**config.mk**
```make
export PLATFORM = sky130hd
export DESIGN_NAME = conf_int_mul_sched
export DESIGN_NICKNAME = d
export VERILOG_FILES = /design/src/rtl/conf_int_mul_sched_pkg.sv /design/src/rtl/conf_int_mul__noFF__arch_agnos.sv /design/src/rtl/conf_int_mul_sched_rr_arb.sv /design/src/rtl/conf_int_mul_sched.sv
export SDC_FILE = /design/constraint.sdc
export NUM_CORES = 1
export LEC_CHECK = 0
export BUFFER_PORTS_ARGS = -buffer_cell sky130_fd_sc_hd__buf_4
export CAP_MARGIN = 10
export CELL_PAD_IN_SITES_DETAIL_PLACEMENT = 1
export CELL_PAD_IN_SITES_GLOBAL_PLACEMENT = 1
export CORE_MARGIN = 1.5
export CORE_UTILIZATION = 44
export DETAILED_ROUTE_END_ITERATION = 6
export HOLD_SLACK_MARGIN = 0.1
export PLACE_DENSITY = 0.84
export SYNTH_ARGS = -nofsm -noshare
export SYNTH_HDL_FRONTEND = slang
export SYNTH_SLANG_ARGS = --single-unit
```
**constraint.sdc**
```tcl
create_clock -name clk -period 12.3 [get_ports clk]
set_input_delay 0.615 -clock clk [delete_from_list [all_inputs] [get_ports clk]]
set_output_delay 0.615 -clock clk [all_outputs]
set_load 0.005 [all_outputs]
```
**src/rtl/conf_int_mul_sched_pkg.sv**
```systemverilog
// Shared types and constants for the multiplier scheduler.
// s1_entry_t is sized for the widest supported datapath; instances use the low bits.
package conf_int_mul_sched_pkg;

  localparam int unsigned DEF_N_REQ = 4;
  localparam int unsigned MAX_DW    = 64;
  localparam int unsigned MAX_ID_W  = 4;

  function automatic int unsigned id_w(input int unsigned n);
    return (n <= 2) ? 1 : $clog2(n);
  endfunction

  typedef struct packed {
    logic [MAX_DW-1:0]   a;
    logic [MAX_DW-1:0]   b;
    logic [MAX_ID_W-1:0] id;
  } s1_entry_t;

endpackage

```
**src/rtl/conf_int_mul__noFF__arch_agnos.sv**
```systemverilog
// Combinational unsigned multiplier: operands masked to OP_BITWIDTH, product
// truncated to DATA_PATH_BITWIDTH.
module conf_int_mul__noFF__arch_agnos #(
  parameter int unsigned OP_BITWIDTH        = 16,
  parameter int unsigned DATA_PATH_BITWIDTH = 16
) (
  input  logic [DATA_PATH_BITWIDTH-1:0] a_i,
  input  logic [DATA_PATH_BITWIDTH-1:0] b_i,
  output logic [DATA_PATH_BITWIDTH-1:0] d_o
);

  localparam int unsigned DW = DATA_PATH_BITWIDTH;
  localparam logic [DW-1:0] OP_MASK =
    (OP_BITWIDTH >= DW) ? '1 : DW'((64'd1 << OP_BITWIDTH) - 64'd1);

  assign d_o = (a_i & OP_MASK) * (b_i & OP_MASK);

endmodule

```
**src/rtl/conf_int_mul_sched_rr_arb.sv**
```systemverilog
// Combinational N_REQ-way grant: round-robin from ptr_i, or fixed lowest-index
// priority when CONF_INT_MUL_SCHED_FIXED_PRIO_EN is defined (ptr_i then absent).
module conf_int_mul_sched_rr_arb #(
  parameter int unsigned N_REQ = 4,
  parameter int unsigned ID_W  = 2
) (
  input  logic [N_REQ-1:0] req_i,
`ifndef CONF_INT_MUL_SCHED_FIXED_PRIO_EN
  input  logic [ID_W-1:0]  ptr_i,
`endif
  output logic [N_REQ-1:0] gnt_o,
  output logic [ID_W-1:0]  idx_o
);

  logic found;

  // First pass covers indices at/after the pointer, second pass wraps to 0.
  always_comb begin
    gnt_o = '0;
    idx_o = '0;
    found = 1'b0;
`ifndef CONF_INT_MUL_SCHED_FIXED_PRIO_EN
    for (int unsigned i = 0; i < N_REQ; i++) begin
      if (!found && req_i[i] && (ID_W'(i) >= ptr_i)) begin
        found    = 1'b1;
        gnt_o[i] = 1'b1;
        idx_o    = ID_W'(i);
      end
    end
`endif
    for (int unsigned i = 0; i < N_REQ; i++) begin
      if (!found && req_i[i]) begin
        found    = 1'b1;
        gnt_o[i] = 1'b1;
        idx_o    = ID_W'(i);
      end
    end
  end

endmodule

```
**src/rtl/conf_int_mul_sched.sv**
```systemverilog
// Shares one combinational multiplier among N_REQ requesters via a 2-stage pipe.
// Define CONF_INT_MUL_SCHED_FIXED_PRIO_EN for fixed lowest-index priority.
module conf_int_mul_sched
  import conf_int_mul_sched_pkg::*;
#(
  parameter int unsigned  OP_BITWIDTH        = 16,
  parameter int unsigned  DATA_PATH_BITWIDTH = 16,
  parameter int unsigned  N_REQ              = DEF_N_REQ,
  localparam int unsigned ID_W               = id_w(N_REQ)
) (
  input  logic                                clk,
  input  logic                                rst,
  input  logic [N_REQ-1:0]                    req_valid,
  output logic [N_REQ-1:0]                    req_ready,
  input  logic [N_REQ*DATA_PATH_BITWIDTH-1:0] req_a,
  input  logic [N_REQ*DATA_PATH_BITWIDTH-1:0] req_b,
  output logic                                res_valid,
  input  logic                                res_ready,
  output logic [DATA_PATH_BITWIDTH-1:0]       res_d,
  output logic [ID_W-1:0]                     res_id,
  output logic                                busy
);

  localparam int unsigned DW = DATA_PATH_BITWIDTH;
  localparam logic [DW-1:0] OP_MASK =
    (OP_BITWIDTH >= DW) ? '1 : DW'((64'd1 << OP_BITWIDTH) - 64'd1);

  s1_entry_t       s1_q, s1_d;
  logic            s1_v_q, s1_v_d;
  logic            res_v_q, res_v_d;
  logic [DW-1:0]   res_d_q, res_d_d;
  logic [ID_W-1:0] res_id_q, res_id_d;

  logic             s2_load, s1_adv, s1_free, accept;
  logic [N_REQ-1:0] gnt;
  logic [ID_W-1:0]  gnt_idx;
  logic [DW-1:0]    a_sel, b_sel, mul_d;
  logic             unused_s1_hi;

  assign s2_load = !res_v_q || res_ready;
  assign s1_adv  = s1_v_q && s2_load;
  assign s1_free = !s1_v_q || s2_load;
  assign accept  = |gnt;

`ifndef CONF_INT_MUL_SCHED_FIXED_PRIO_EN
  logic [ID_W-1:0] rr_ptr_q, rr_ptr_d;

  always_comb begin
    rr_ptr_d = rr_ptr_q;
    if (accept) begin
      rr_ptr_d = (gnt_idx == ID_W'(N_REQ - 1)) ? '0 : gnt_idx + 1'b1;
    end
  end

  always_ff @(posedge clk) begin
    if (rst) rr_ptr_q <= '0;
    else     rr_ptr_q <= rr_ptr_d;
  end
`endif

  conf_int_mul_sched_rr_arb #(
    .N_REQ (N_REQ),
    .ID_W  (ID_W)
  ) u_arb (
    .req_i (req_valid & {N_REQ{s1_free && !rst}}),
`ifndef CONF_INT_MUL_SCHED_FIXED_PRIO_EN
    .ptr_i (rr_ptr_q),
`endif
    .gnt_o (gnt),
    .idx_o (gnt_idx)
  );

  always_comb begin
    a_sel = '0;
    b_sel = '0;
    for (int unsigned i = 0; i < N_REQ; i++) begin
      if (gnt[i]) begin
        a_sel = req_a[i*DW +: DW];
        b_sel = req_b[i*DW +: DW];
      end
    end
  end

  conf_int_mul__noFF__arch_agnos #(
    .OP_BITWIDTH        (OP_BITWIDTH),
    .DATA_PATH_BITWIDTH (DW)
  ) u_mul (
    .a_i (s1_q.a[DW-1:0]),
    .b_i (s1_q.b[DW-1:0]),
    .d_o (mul_d)
  );

  always_comb begin
    s1_d   = s1_q;
    s1_v_d = s1_v_q;
    if (accept) begin
      s1_v_d  = 1'b1;
      s1_d.a  = MAX_DW'(a_sel & OP_MASK);
      s1_d.b  = MAX_DW'(b_sel & OP_MASK);
      s1_d.id = MAX_ID_W'(gnt_idx);
    end else if (s1_adv) begin
      s1_v_d = 1'b0;
    end

    res_v_d  = res_v_q;
    res_d_d  = res_d_q;
    res_id_d = res_id_q;
    if (s2_load) begin
      res_v_d  = s1_v_q;
      res_d_d  = mul_d;
      res_id_d = s1_q.id[ID_W-1:0];
    end
  end

  always_ff @(posedge clk) begin
    if (rst) begin
      s1_q     <= '0;
      s1_v_q   <= 1'b0;
      res_v_q  <= 1'b0;
      res_d_q  <= '0;
      res_id_q <= '0;
    end else begin
      s1_q     <= s1_d;
      s1_v_q   <= s1_v_d;
      res_v_q  <= res_v_d;
      res_d_q  <= res_d_d;
      res_id_q <= res_id_d;
    end
  end

  // Entry fields above the configured widths are always zero.
  assign unused_s1_hi = ^{s1_q.a >> DW, s1_q.b >> DW, s1_q.id >> ID_W};

  assign req_ready = gnt;
  assign res_valid = res_v_q;
  assign res_d     = res_d_q;
  assign res_id    = res_id_q;
  assign busy      = s1_v_q | res_v_q;

endmodule

```
==> flow_summary_export.csv <==
group,metric,value,unit
global_route,grt-ovfl-total,0,
synth,syn-instance-count,737,
clock_tree,cts_hold_repair.buffers,0,
global_route,track_usage,26.8,%
drt,vias_per_cell,5.51,
setup_path,cp_top_family,"adder cells",
worst_hold_path,hold_class,"reg2reg",
setup_path,max_stage_delay,0.66,ns
clock_tree,cts_tree,"yes",
drt,wl,20000,um
synth,yosys.area.top_type,"fa_1",
finish,fillCellCount,1727,
power_and_ir_drop,sw_frac_of_total,46.9,%
setup_path,cp.required,12.52,ns
synth,synth-main-ff-cell,"dfxtp_1",
synth,yosysSeqAreaShare,17.4,%
finish,syn_to_final_growth,21.7,%
synth,synth_area_per_cell,8.74,sq um
drt,antenna_left,0,
clock_tree,ctsResizeCount,0,
floorplan,io-pin-count,159,
setup_path,crit_path_start_kind,"register",
clock_tree,clock_latency,0.30,ns
drt,vias,5782,
timing,hold_violations,0,
synth,yosysWarnings,0,
floorplan,die_h,124,um
drt,drtIter0Drc,311,
power_and_ir_drop,clkPwrFrac,10.6,%
synth,synth_seq_cells,56,
finish,final_common_cell,"buf_4",
setup_path,cp_slowest_cell,"dfxtp_1",
floorplan,num_rows,44,
setup_path,crit_path_end_kind,"register",
floorplan,core-area,14400,sq um
place,gp_congestion,0.909,
status,status,"finished, final reports clean",
floorplan,die_x,124,um
global_route,grt_pass1_vias,6350,
synth,ys_types,46,
power_and_ir_drop,p_comb_share,68.1,%
floorplan,start_util,44.7,%
clock_tree,clk_path_buf_depth,2,
synth,ys_async_sr_fraction,0,%
timing,setup_viol,0,
setup_path,crit_path_max_fanout,15,
clock_tree,clk_pin_slew,0.08,ns
setup_path,path_buf_inv,3,
place,dp_hpwl,16400,um
finish,finalNetCount,1128,
drt,drc,0,
finish,layout_common_cells,"161 x buf_4, 150 x inv_1, 99 x nand2_1, 80 x fa_1, 67 x and2_1",
power_and_ir_drop,p_sw,0.655,mW
place,portBuffers,158,
synth,synth_top_area_share,24.9,%
finish,final_area,7840,sq um
clock_tree,cts-buffers-inserted,5,
power_and_ir_drop,cellPowerDensity,178,nW/um^2
place,dpl_cell_area,7680,sq um
synth,yosys-top-cells-area,"fa_1 25%, dfxtp_1 17%, ha_1 9.5%",
finish,multiInputGateArea,4550,sq um
synth,synth_enable_flop_cells,0,
clock_tree,cts-root-buf,"clkbuf_16",
drt,first_pass_iters,7,
setup_path,ff2ff_setup_slack,6.60,ns
synth,netlist_area,6440,sq um
timing,finalSetupTns,0,ns
clock_tree,post_cts_buffers,0,
floorplan,dieArea,15400,sq um
finish,drive_above_1_share,21.0,%
job,drv_cap,0,
drt,routedWlPerCell,19.1,um
timing,tightest_slew,1.09,ns
clock_tree,cts.htree.levels,2,
timing,fin_crit,5.70,ns
timing,rsz0062_at_grt,"false",
setup_path,criticalPathCategory,"reg2reg",
global_route,grt_antenna_before_repair,0,
setup_path,cpMostUsedCell,"fa_1",
timing,slew_viol_final,0,
setup_path,worstPathCellList,"nand2_1, fa_1, fa_1, inv_1, fa_1, inv_1, fa_1, fa_1, fa_1, inv_1, ha_1, a21oi_1, nand2_1, a21o_1, a21oi_1, a31oi_1, xnor2_1, a211oi_1",
finish,register_area,1120,sq um
timing,period_share,46.4,%
power_and_ir_drop,internal_power,0.741,mW
synth,synth_nets,1001,
global_route,grt_max_degree,38,
timing,fmax,0.175,GHz
finish,n_antenna_cell,0,
power_and_ir_drop,ir_drop,0.111,mV
timing,finalClockSkew,0.00946,ns
global_route,grt_pass1_wl,31600,um
power_and_ir_drop,seq_power_share,21.3,%
setup_path,critPathArrivalTime,5.92,ns
clock_tree,cts.sinks,56,
power_and_ir_drop,total_leakage_power,4.00,nW
timing,slew_headroom,27.6,%
-- kinds of logic (layout without fill, tap and decap cells) --
family	Yosys count	in the layout	share of synthesized area [%]
flip-flops	56	56	17.4
AND/OR/NAND/NOR	201	201	15.3
buffers and inverters	192	320	12.0
AO/OA/AOI/OAI	119	119	15.5
XOR/XNOR	40	40	5.44
adder cells (fa/ha/maj)	129	129	34.4
-- state kept, by name (all words and copies together), names as in the netlist --
signal,count
s1_q,34
res_d,16
res_id,2
rr_ptr_q,2
res_valid,1
s1_v_q,1
-- layer usage --
| layer | routed length, um | global-route usage (%) | vias up |
|---|---|---|---|
| met3 | 894 | 3.16 | 30 |
| met5 | 0 | 0 | - |
| li1 | - | - | 2648 |
| met4 | 431 | 8.17 | 0 |
| met2 | 10300 | 48.0 | 180 |
| met1 | 8360 | 33.7 | 2924 |
-- Yosys cell counts (all sizes together), types with 16 or more instances --
cell type	number
a221o	32
buf	17
a222oi	32
xnor2	33
ha	49
nor2	16
and2	67
clkbuf	25
fa	80
nand2	99
inv	150
a21oi	27
dfxtp	56
-- final timing paths --
check,from,cells after the start,end
worst max register to register,s1_q[6]$_SDFFE_PP0P_,18,res_d[14]$_SDFFE_PP0P_
worst min-delay path,res_id[1]$_SDFFE_PP0P_,2,res_id[1]$_SDFFE_PP0P_
worst max-delay path,s1_q[6]$_SDFFE_PP0P_,18,res_d[14]$_SDFFE_PP0P_
worst min register to register,res_id[1]$_SDFFE_PP0P_,2,res_id[1]$_SDFFE_PP0P_
-- worst reg2reg max path, stage by stage (launching register included) --
cell and delay (ns):
dfxtp_1 0.66, nand2_1 0.17, fa_1 0.53, fa_1 0.57, inv_1 0.07, fa_1 0.52, inv_1 0.06, fa_1 0.55
fa_1 0.44, fa_1 0.50, inv_1 0.04, ha_1 0.32, a21oi_1 0.28, nand2_1 0.10, a21o_1 0.21, a21oi_1 0.14
a31oi_1 0.07, xnor2_1 0.16, a211oi_1 0.23
-- cell type report --
cell class,count,share of cell area (%)
inverters,150,7.18
repair buffers,162,15.6
clock inverters,3,0.287
clock buffers,5,1.60
multi-input cells,489,58.1
flip-flops and latches,56,14.3
well taps,184,2.94
-- power by group through the flow --
| stage | Combinational (mW) | Sequential [mW] | Clock, mW |
|---|---|---|---|
| after CTS | 0.964 | 0.297 | 0.151 |
| after global placement | 0.889 | 0.296 | 0 |
| after detailed placement | 0.951 | 0.301 | 0 |
| after global routing | 1.07 | 0.305 | 0.160 |
| after floorplan | 0.694 | 0.253 | 0 |
| final | 0.951 | 0.297 | 0.148 |
-- metrics by stage --
stage               power [mW]  setup slack, ns  utilization [%]  instances  hold slack (ns)
floorplan                0.947             7.08                -        737            0.432
global placement          1.19             6.88             53.2       1040            0.442
detailed placement        1.25             6.63             53.2       1040            0.450
CTS                       1.41             6.59             54.3       1048            0.464
global route              1.53             6.33             54.4       1049            0.498
finish                    1.40             6.60             54.4       1049            0.460
Power figures use the tool's default switching activity.
